**config.mk**
```make
export PLATFORM = sky130hd
export DESIGN_NAME = mips_multicycle_ctrl
export DESIGN_NICKNAME = d
export VERILOG_FILES = /design/src/rtl/mips_ctrl_pkg.sv /design/src/rtl/mips_ctrl_outdec.sv /design/src/rtl/mips_multicycle_ctrl.sv
export SDC_FILE = /design/constraint.sdc
export NUM_CORES = 1
export LEC_CHECK = 0
export ABC_AREA = 1
export CAP_MARGIN = 20
export CELL_PAD_IN_SITES_DETAIL_PLACEMENT = 1
export CELL_PAD_IN_SITES_GLOBAL_PLACEMENT = 2
export CORE_MARGIN = 2
export CORE_UTILIZATION = 19
export CTS_CLUSTER_DIAMETER = 30
export DETAILED_ROUTE_END_ITERATION = 12
export PLACE_DENSITY = 0.91
export SLEW_MARGIN = 20
export SYNTH_ARGS = -nofsm -noshare
export SYNTH_HDL_FRONTEND = slang
export SYNTH_HIERARCHICAL = 1
export SYNTH_SLANG_ARGS = --single-unit
```
**constraint.sdc**
```tcl
create_clock -name clk -period 3.4 [get_ports clk]
set_clock_uncertainty 0.15 [all_clocks]
set_input_delay 0.51 -clock clk [delete_from_list [all_inputs] [get_ports clk]]
set_output_delay 0.51 -clock clk [all_outputs]
set_load 0.05 [all_outputs]
```
**src/rtl/mips_ctrl_pkg.sv**
```systemverilog
// Shared definitions for the multicycle MIPS main control unit:
// opcode constants, state encoding, datapath select codes and the
// packed control-word layout produced by the output decoder.
package mips_ctrl_pkg;

  localparam logic [5:0] OP_R    = 6'b000000;
  localparam logic [5:0] OP_LW   = 6'b100011;
  localparam logic [5:0] OP_SW   = 6'b101011;
  localparam logic [5:0] OP_BEQ  = 6'b000100;
  localparam logic [5:0] OP_J    = 6'b000010;
  localparam logic [5:0] OP_ADDI = 6'b001000;

  localparam int unsigned STATE_W = 4;

  typedef enum logic [STATE_W-1:0] {
    S_FETCH  = 4'd0,
    S_DECODE = 4'd1,
    S_MEMADR = 4'd2,
    S_MEMRD  = 4'd3,
    S_MEMWB  = 4'd4,
    S_MEMWR  = 4'd5,
    S_EXEC   = 4'd6,
    S_RWB    = 4'd7,
    S_BRANCH = 4'd8,
    S_JUMP   = 4'd9,
    S_ADDIWB = 4'd10
  } state_t;

  localparam logic [1:0] ALU_ADD   = 2'b00;
  localparam logic [1:0] ALU_SUB   = 2'b01;
  localparam logic [1:0] ALU_RTYPE = 2'b10;

  localparam logic [1:0] SRCB_B     = 2'b00;
  localparam logic [1:0] SRCB_4     = 2'b01;
  localparam logic [1:0] SRCB_IMM   = 2'b10;
  localparam logic [1:0] SRCB_IMMSH = 2'b11;

  localparam logic [1:0] PCSRC_ALU    = 2'b00;
  localparam logic [1:0] PCSRC_ALUOUT = 2'b01;
  localparam logic [1:0] PCSRC_JUMP   = 2'b10;

  typedef struct packed {
    logic       pc_write;
    logic       pc_write_cond;
    logic       iord;
    logic       mem_read;
    logic       mem_write;
    logic       ir_write;
    logic       mem_to_reg;
    logic       reg_dst;
    logic       reg_write;
    logic       alu_src_a;
    logic [1:0] alu_src_b;
    logic [1:0] op_alu;
    logic [1:0] pc_source;
    logic       instr_done;
  } ctrl_t;

  function automatic logic op_supported(input logic [5:0] op);
    return (op == OP_R) || (op == OP_LW) || (op == OP_SW) ||
           (op == OP_BEQ) || (op == OP_J) || (op == OP_ADDI);
  endfunction

endpackage

```
**src/rtl/mips_ctrl_outdec.sv**
```systemverilog
// Combinational Moore output decode for the multicycle MIPS control FSM.
// Ports: state (current FSM state), mem_ready (memory handshake) ->
//        ctrl (packed control word; every field defaults to 0).
module mips_ctrl_outdec
  import mips_ctrl_pkg::*;
(
  input  state_t state,
  input  logic   mem_ready,
  output ctrl_t  ctrl
);

  always_comb begin
    ctrl = '0;
    case (state)
      S_FETCH: begin
        ctrl.mem_read  = 1'b1;
        ctrl.alu_src_b = SRCB_4;
        ctrl.op_alu    = ALU_ADD;
        ctrl.pc_source = PCSRC_ALU;
        // PC+4 and IR capture only commit once the fetch has returned data
        ctrl.ir_write  = mem_ready;
        ctrl.pc_write  = mem_ready;
      end
      S_DECODE: begin
        ctrl.alu_src_b = SRCB_IMMSH;
        ctrl.op_alu    = ALU_ADD;
      end
      S_MEMADR: begin
        ctrl.alu_src_a = 1'b1;
        ctrl.alu_src_b = SRCB_IMM;
        ctrl.op_alu    = ALU_ADD;
      end
      S_MEMRD: begin
        ctrl.mem_read = 1'b1;
        ctrl.iord     = 1'b1;
      end
      S_MEMWB: begin
        ctrl.reg_write  = 1'b1;
        ctrl.mem_to_reg = 1'b1;
        ctrl.instr_done = 1'b1;
      end
      S_MEMWR: begin
        ctrl.mem_write  = 1'b1;
        ctrl.iord       = 1'b1;
        ctrl.instr_done = mem_ready;
      end
      S_EXEC: begin
        ctrl.alu_src_a = 1'b1;
        ctrl.alu_src_b = SRCB_B;
        ctrl.op_alu    = ALU_RTYPE;
      end
      S_RWB: begin
        ctrl.reg_write  = 1'b1;
        ctrl.reg_dst    = 1'b1;
        ctrl.instr_done = 1'b1;
      end
      S_BRANCH: begin
        ctrl.alu_src_a     = 1'b1;
        ctrl.alu_src_b     = SRCB_B;
        ctrl.op_alu        = ALU_SUB;
        ctrl.pc_write_cond = 1'b1;
        ctrl.pc_source     = PCSRC_ALUOUT;
        ctrl.instr_done    = 1'b1;
      end
      S_JUMP: begin
        ctrl.pc_write   = 1'b1;
        ctrl.pc_source  = PCSRC_JUMP;
        ctrl.instr_done = 1'b1;
      end
      S_ADDIWB: begin
        ctrl.reg_write  = 1'b1;
        ctrl.instr_done = 1'b1;
      end
      default: ctrl = '0;
    endcase
  end

endmodule

```
**src/rtl/mips_multicycle_ctrl.sv**
```systemverilog
// Main control FSM for the multicycle MIPS datapath.
// Inputs: clk, rst_n (sync active-low), opcode (IR[31:26]), mem_ready.
// Outputs: datapath enables/selects (PCWrite..PCSource), OpALU code for
//          the ALU-control decoder, state_o (debug), instr_done and
//          illegal_op one-cycle pulses.
module mips_multicycle_ctrl
  import mips_ctrl_pkg::*;
#(
  parameter int unsigned OPW = 6,
  parameter int unsigned STW = 4
) (
  input  logic           clk,
  input  logic           rst_n,
  input  logic [OPW-1:0] opcode,
  input  logic           mem_ready,
  output logic           PCWrite,
  output logic           PCWriteCond,
  output logic           IorD,
  output logic           MemRead,
  output logic           MemWrite,
  output logic           IRWrite,
  output logic           MemtoReg,
  output logic           RegDst,
  output logic           RegWrite,
  output logic           ALUSrcA,
  output logic [1:0]     ALUSrcB,
  output logic [1:0]     OpALU,
  output logic [1:0]     PCSource,
  output logic [STW-1:0] state_o,
  output logic           instr_done,
  output logic           illegal_op
);

  state_t     state;
  state_t     state_next;
  ctrl_t      ctrl;
  logic [5:0] op;

  assign op = opcode[5:0];

  always_ff @(posedge clk) begin
    if (!rst_n) state <= S_FETCH;
    else        state <= state_next;
  end

  always_comb begin
    state_next = state;
    case (state)
      S_FETCH:  if (mem_ready) state_next = S_DECODE;
      S_DECODE: begin
        case (op)
          OP_LW, OP_SW, OP_ADDI: state_next = S_MEMADR;
          OP_R:                  state_next = S_EXEC;
          OP_BEQ:                state_next = S_BRANCH;
          OP_J:                  state_next = S_JUMP;
          default:               state_next = S_FETCH;
        endcase
      end
      S_MEMADR: begin
        case (op)
          OP_LW:   state_next = S_MEMRD;
          OP_SW:   state_next = S_MEMWR;
          OP_ADDI: state_next = S_ADDIWB;
          default: state_next = S_FETCH;
        endcase
      end
      S_MEMRD:  if (mem_ready) state_next = S_MEMWB;
      S_MEMWR:  if (mem_ready) state_next = S_FETCH;
      S_EXEC:   state_next = S_RWB;
      default:  state_next = S_FETCH;
    endcase
  end

  mips_ctrl_outdec u_outdec (
    .state     (state),
    .mem_ready (mem_ready),
    .ctrl      (ctrl)
  );

  assign PCWrite     = ctrl.pc_write;
  assign PCWriteCond = ctrl.pc_write_cond;
  assign IorD        = ctrl.iord;
  assign MemRead     = ctrl.mem_read;
  assign MemWrite    = ctrl.mem_write;
  assign IRWrite     = ctrl.ir_write;
  assign MemtoReg    = ctrl.mem_to_reg;
  assign RegDst      = ctrl.reg_dst;
  assign RegWrite    = ctrl.reg_write;
  assign ALUSrcA     = ctrl.alu_src_a;
  assign ALUSrcB     = ctrl.alu_src_b;
  assign OpALU       = ctrl.op_alu;
  assign PCSource    = ctrl.pc_source;
  assign instr_done  = ctrl.instr_done;
  // Needs the opcode, so it lives beside the next-state decode
  assign illegal_op  = (state == S_DECODE) && !op_supported(op);
  assign state_o     = STW'(state);

endmodule

```
==> flow_summary.ini, run 1 <==
[power_and_ir_drop]
intPower_mw = 0.120
peakVddDrop_mv = 0.199
pwr-share-clk_pct = 29.2
power_density_nw_per_um2 = 198
swShare_pct = 40.8
pwr-share-seq_pct = 25.7
p_sw_mw = 0.0830
p_leak_nw = 0.488
p_total_mw = 0.203
power_frac_comb_pct = 45.1

[logic_synthesis]
yosysUniqueCellTypes = 17
syn_area_um2 = 654
synth_fp_nets = 135
avgSynthCellArea_um2 = 5.19
yosys_warnings = 6
ys_seq_area_share_pct = 12.2
netlist_instances = 126
ys_ff_latch = 4

[setup_path]
ff2ff_setup_slack_ns = 1.92
startpoint = opcode[1]
r2r_start = state_o[1]$_SDFFE_PN0P_
arrival_ns = 2.30
rr_worst_depth = 6
worst_ep_required_time_ns = 2.74
start_kind = input pin
cp_max_fo = 3
worst_setup_path_end_kind = output pin
setup.worst_path.end = illegal_op
critPathKind = input pin to output pin
rr_endpoint = state_o[0]$_SDFFE_PN0P_

[sta]
finalWorstSetupSlack_ns = 0.444
tightest_slew_ns = 0.513
rsz0062_at_grt = false
timing.final.crit_period_ns = 2.96
hold_viol = 0
fin_crit_sh_pct = 86.9
max_freq_mhz = 338
whs_ns = 0.573
finalMaxSlewViolations = 0
slew-limit-headroom_pct = 65.7
setup_tns_ns = 0
setup_violations = 0

[floorplan]
die_x_um = 62.7
fp.dieH_um = 62.7
start_util_pct = 19.8
core_area_um2 = 3310
die_area_um2 = 3930
pin_count = 31
num_rows = 21

[clocking]
cts.clk_slew.worst_paths_ns = 0.04
ctsHoldBuffers = 0
cts_buffers = 3
insertion_delay_ns = 0.24
cts_tree = done
cts-root-buf = clkbuf_4
ctsResizeCount = 0
post_cts_buffers = 0
cts_max_level = 1
cts_sinks = 4
clockBufferDepth = 2

[place]
place_inst = 201
numPortBuffers = 30
preCtsSetupSlack_ns = 0.422
gp_routability_congestion = 0.848
dpl-instance-area_um2 = 1000
dp_hpwl_um = 1860

[grt]
antenna_found_initial = 0
gr-total-overflow = 0
grt_pass1_vias = 848
grt_max_degree = 12
grt_pass1_wl_um = 3710
gr-usage-all-layers_pct = 11.5

[detailed_routing]
antenna_left = 0
first_iter_violations = 13
wl_per_cell_um = 10.4
firstDrtPassIters = 4
drt-total-wl_um = 2120
remaining_drc_errors = 0
via_per_inst = 4.10
num_vias = 837

[cells_and_area]
diodes = 0
stdcell_area_um2 = 1030
fin_nets = 169
final_util_pct = 31.0
n_fill_cell = 467
largest_reg_flops = 4
instances_no_fill = 204
drive_gt1_share_pct = 19.6
mostFrequentLayoutCells = 30 x clkdlybuf4s50_1, 29 x nand2_1, 23 x inv_1, 23 x nor2_1, 12 x nand3_1
mostFrequentLayoutCell = clkdlybuf4s50_1
area_growth_pct = 57.0

[worst_hold_path]
holdPathStages = 2
min_path_type = flop to flop

[job]
max-cap-violations = 0

[run_status]
status = complete, no violations
[per-layer routing]
layer	track usage, %	vias to the layer above	share of wire, %
met4	2.50	0	0.66
li1	-	439	-
met3	3.42	2	3.6
met1	14.1	381	47
met5	0	-	0
met2	19.9	15	49
[worst min-delay path by stage]
stage                                   end                     from
floorplan           state_o[0]$_SDFFE_PN0P_                    rst_n
global placement    state_o[2]$_SDFFE_PN0P_  state_o[0]$_SDFFE_PN0P_
detailed placement  state_o[2]$_SDFFE_PN0P_  state_o[0]$_SDFFE_PN0P_
CTS                 state_o[2]$_SDFFE_PN0P_  state_o[0]$_SDFFE_PN0P_
global route        state_o[2]$_SDFFE_PN0P_  state_o[0]$_SDFFE_PN0P_
finish              state_o[2]$_SDFFE_PN0P_  state_o[0]$_SDFFE_PN0P_
[worst max-delay path: stages]
cell	delay [ns]
clkdlybuf4s50_1	0.45
nand2_1	0.13
inv_1	0.06
nand2_1	0.06
nand2_1	0.07
nand2_1	0.06
nand2_1	0.04
nor2_1	0.10
clkdlybuf4s50_1	0.81
[power groups by stage]
stage | sequential [mW] | clock [mW] | combinational [mW]
final | 0.0523 | 0.0594 | 0.0916
after global routing | 0.0524 | 0.0679 | 0.0988
after CTS | 0.0522 | 0.0608 | 0.0924
after detailed placement | 0.0530 | 0 | 0.0922
after global placement | 0.0529 | 0 | 0.0910
after floorplan | 0.0564 | 0 | 0.0539
[cells in the mapped netlist]
master,number,area share (%)
nor2_2,5,4.8
nand2_4,1,1.7
nand2_1,29,17
a21oi_2,3,4.0
dfxtp_1,4,12
nor2_4,3,5.2
nand2_2,6,5.7
o21ai_2,2,2.7
nand4_1,1,0.96
a21oi_1,2,1.5
nor2_1,23,13
buf_4,1,1.1
nand3_1,12,9.2
inv_1,23,13
o21ai_1,3,2.3
nand3_2,1,1.5
inv_2,7,4.0
[kinds of logic (layout without fill, tap and decap cells)]
logic type | after synthesis | count (layout) | synth area share [%]
simple gates | 81 | 81 | 58.9
compound gates | 10 | 10 | 10.5
buf+inv | 31 | 63 | 18.4
flops | 4 | 4 | 12.2
[area by class of cell]
type / instances / area, um2 / area share, %
clock buffer: 3 / 22.5 / 2.19
timing repair buffer: 30 / 300 / 29.2
tap: 46 / 57.6 / 5.60
multi-input combinational: 91 / 454 / 44.2
inverter: 30 / 113 / 11.0
sequential: 4 / 80.1 / 7.80
Power figures use the tool's default switching activity.
==> run 2, diff against run 1 <==
Settings changed: CORE_UTILIZATION 19 to 20, CTS_BUF_LIST set to sky130_fd_sc_hd__clkbuf_2 sky130_fd_sc_hd__clkbuf_4 sky130_fd_sc_hd__clkbuf_8, PLACE_DENSITY 0.91 to 0.94.
==> run 2 against run 1 <==
Total power shrank 1.2%. Register-to-register slack gained 0.02 ns. Cell area shrank 0.24%. Via count shrank 1.2%. Largest cell class unchanged. Fmax grew 0.31%. Clock power shrank 3%. Worst setup slack gained 0.0092 ns.
==> flow_summary.ini, run 2 (same netlist as run 1, synthesis figures left out) <==
[run_status]
status = complete, no violations

[place]
place_inst = 199
dp_hpwl_um = 1760
numPortBuffers = 30
gp_routability_congestion = 0.849

[clocking]
ctsHoldBuffers = 0
insertion_delay_ns = 0.23
clockBufferDepth = 2
cts_tree = done
cts_sinks = 4
post_cts_buffers = 0
cts.clk_slew.worst_paths_ns = 0.04
ctsResizeCount = 0
cts_buffers = 3
cts-root-buf = clkbuf_4
cts_max_level = 1

[job]
max-cap-violations = 0

[sta]
slew-limit-headroom_pct = 64.9
hold_viol = 0
finalMaxSlewViolations = 0
whs_ns = 0.547
setup_violations = 0
max_freq_mhz = 339
rsz0062_at_grt = false
tightest_slew_ns = 0.525
fin_crit_sh_pct = 86.7
timing.final.crit_period_ns = 2.95
setup_tns_ns = 0

[grt]
gr-total-overflow = 0
grt_pass1_wl_um = 3360
grt_max_degree = 12
antenna_found_initial = 0
gr-usage-all-layers_pct = 11.8
grt_pass1_vias = 779

[setup_path]
start_kind = input pin
cpPeakStageDelay_ns = 0.80
arrival_ns = 2.29
rr_endpoint = state_o[0]$_SDFFE_PN0P_
critPathKind = input pin to output pin
worst_setup_path_end_kind = output pin
rr_worst_depth = 6
ff2ff_setup_slack_ns = 1.94
r2r_start = state_o[1]$_SDFFE_PN0P_
slowest_stage = clkdlybuf4s50_1
critPathMostFrequentCell = nand2_1
path_cells = clkdlybuf4s50_1 -> nand2_1 -> inv_1 -> nand2_1 -> nand2_1 -> nand2_1 -> nand2_1 -> nor2_1 -> clkdlybuf4s50_1
worst_ep_required_time_ns = 2.74
cp_max_fo = 3

[floorplan]
num_rows = 20
pin_count = 31
die_x_um = 61.2
fp.dieH_um = 61.2
die_area_um2 = 3750
core_area_um2 = 3080
start_util_pct = 21.3

[detailed_routing]
remaining_drc_errors = 0
first_iter_violations = 21
via_per_inst = 4.09
drt-met1-wl_um = 910
antenna_left = 0
wl_met2_um = 990
drt-total-wl_um = 1960
wl_per_cell_um = 9.69
firstDrtPassIters = 4
highest-signal-layer = met3
wl_met3_um = 58
num_vias = 827

[cells_and_area]
largest_reg_flops = 4
mostFrequentLayoutCell = clkdlybuf4s50_1
mostFrequentLayoutCells = 30 x clkdlybuf4s50_1, 29 x nand2_1, 23 x inv_1, 23 x nor2_1, 12 x nand3_1
area_growth_pct = 56.6
fin_nets = 169
instances_no_fill = 202
drive_gt1_share_pct = 19.6
n_fill_cell = 421
diodes = 0

[power_and_ir_drop]
p_leak_nw = 0.488
p_total_mw = 0.201
peakVddDrop_mv = 0.182
power_density_nw_per_um2 = 196

[worst_hold_path]
min_to = state_o[2]$_SDFFE_PN0P_
min_path_type = flop to flop
hp-start = state_o[0]$_SDFFE_PN0P_
holdPathStages = 2
-- run 2: cell counts in the layout (fill, tap and decap cells not counted) --
Identical to the previous run, type by type.
-- run 2: area by class of cell --
class	count	area [um2]	area share, %
Sequential cell	4	80.1	7.81
Inverter	30	113	11.0
Timing Repair Buffer	30	300	29.3
Clock buffer	3	22.5	2.20
Multi-Input combinational cell	91	454	44.3
Tap cell	44	55.1	5.37
-- run 2: metrics by stage --
step,setup WS (ns),area (um2),utilization (%)
floorplan,0.958,654,-
global placement,0.485,1000,32.6
detailed placement,0.448,1000,32.6
CTS,0.434,1020,33.3
global route,0.300,1020,33.3
finish,0.454,1020,33.3
-- run 2: power by group --
group          leakage, nW  internal, mW  switching (mW)
logic                0.442        0.0323          0.0590
clock network       0.0138        0.0394          0.0182
registers           0.0325        0.0485         0.00346
-- run 2: worst max-delay path: cells and delay by family --
kind	cells	cell delay [ns]
buffers and inverters	3	1.31
and+or+nand+nor	6	0.46
-- run 2: how the worst max path moves through the flow --
stage	from	end	slack, ns
after floorplan	state_o[0]$_SDFFE_PN0P_	illegal_op	0.96
after global placement	opcode[1]	illegal_op	0.49
after detailed placement	opcode[1]	illegal_op	0.45
after CTS	opcode[1]	illegal_op	0.43
after global routing	opcode[1]	illegal_op	0.30
final	opcode[1]	illegal_op	0.45
-- run 2: metal layers --
layer  global-route usage [%]  up-vias
met5                        0        -
met4                     2.80        0
li1                         -      440
met3                     1.89        0
met2                     20.5       16
met1                     15.1      371
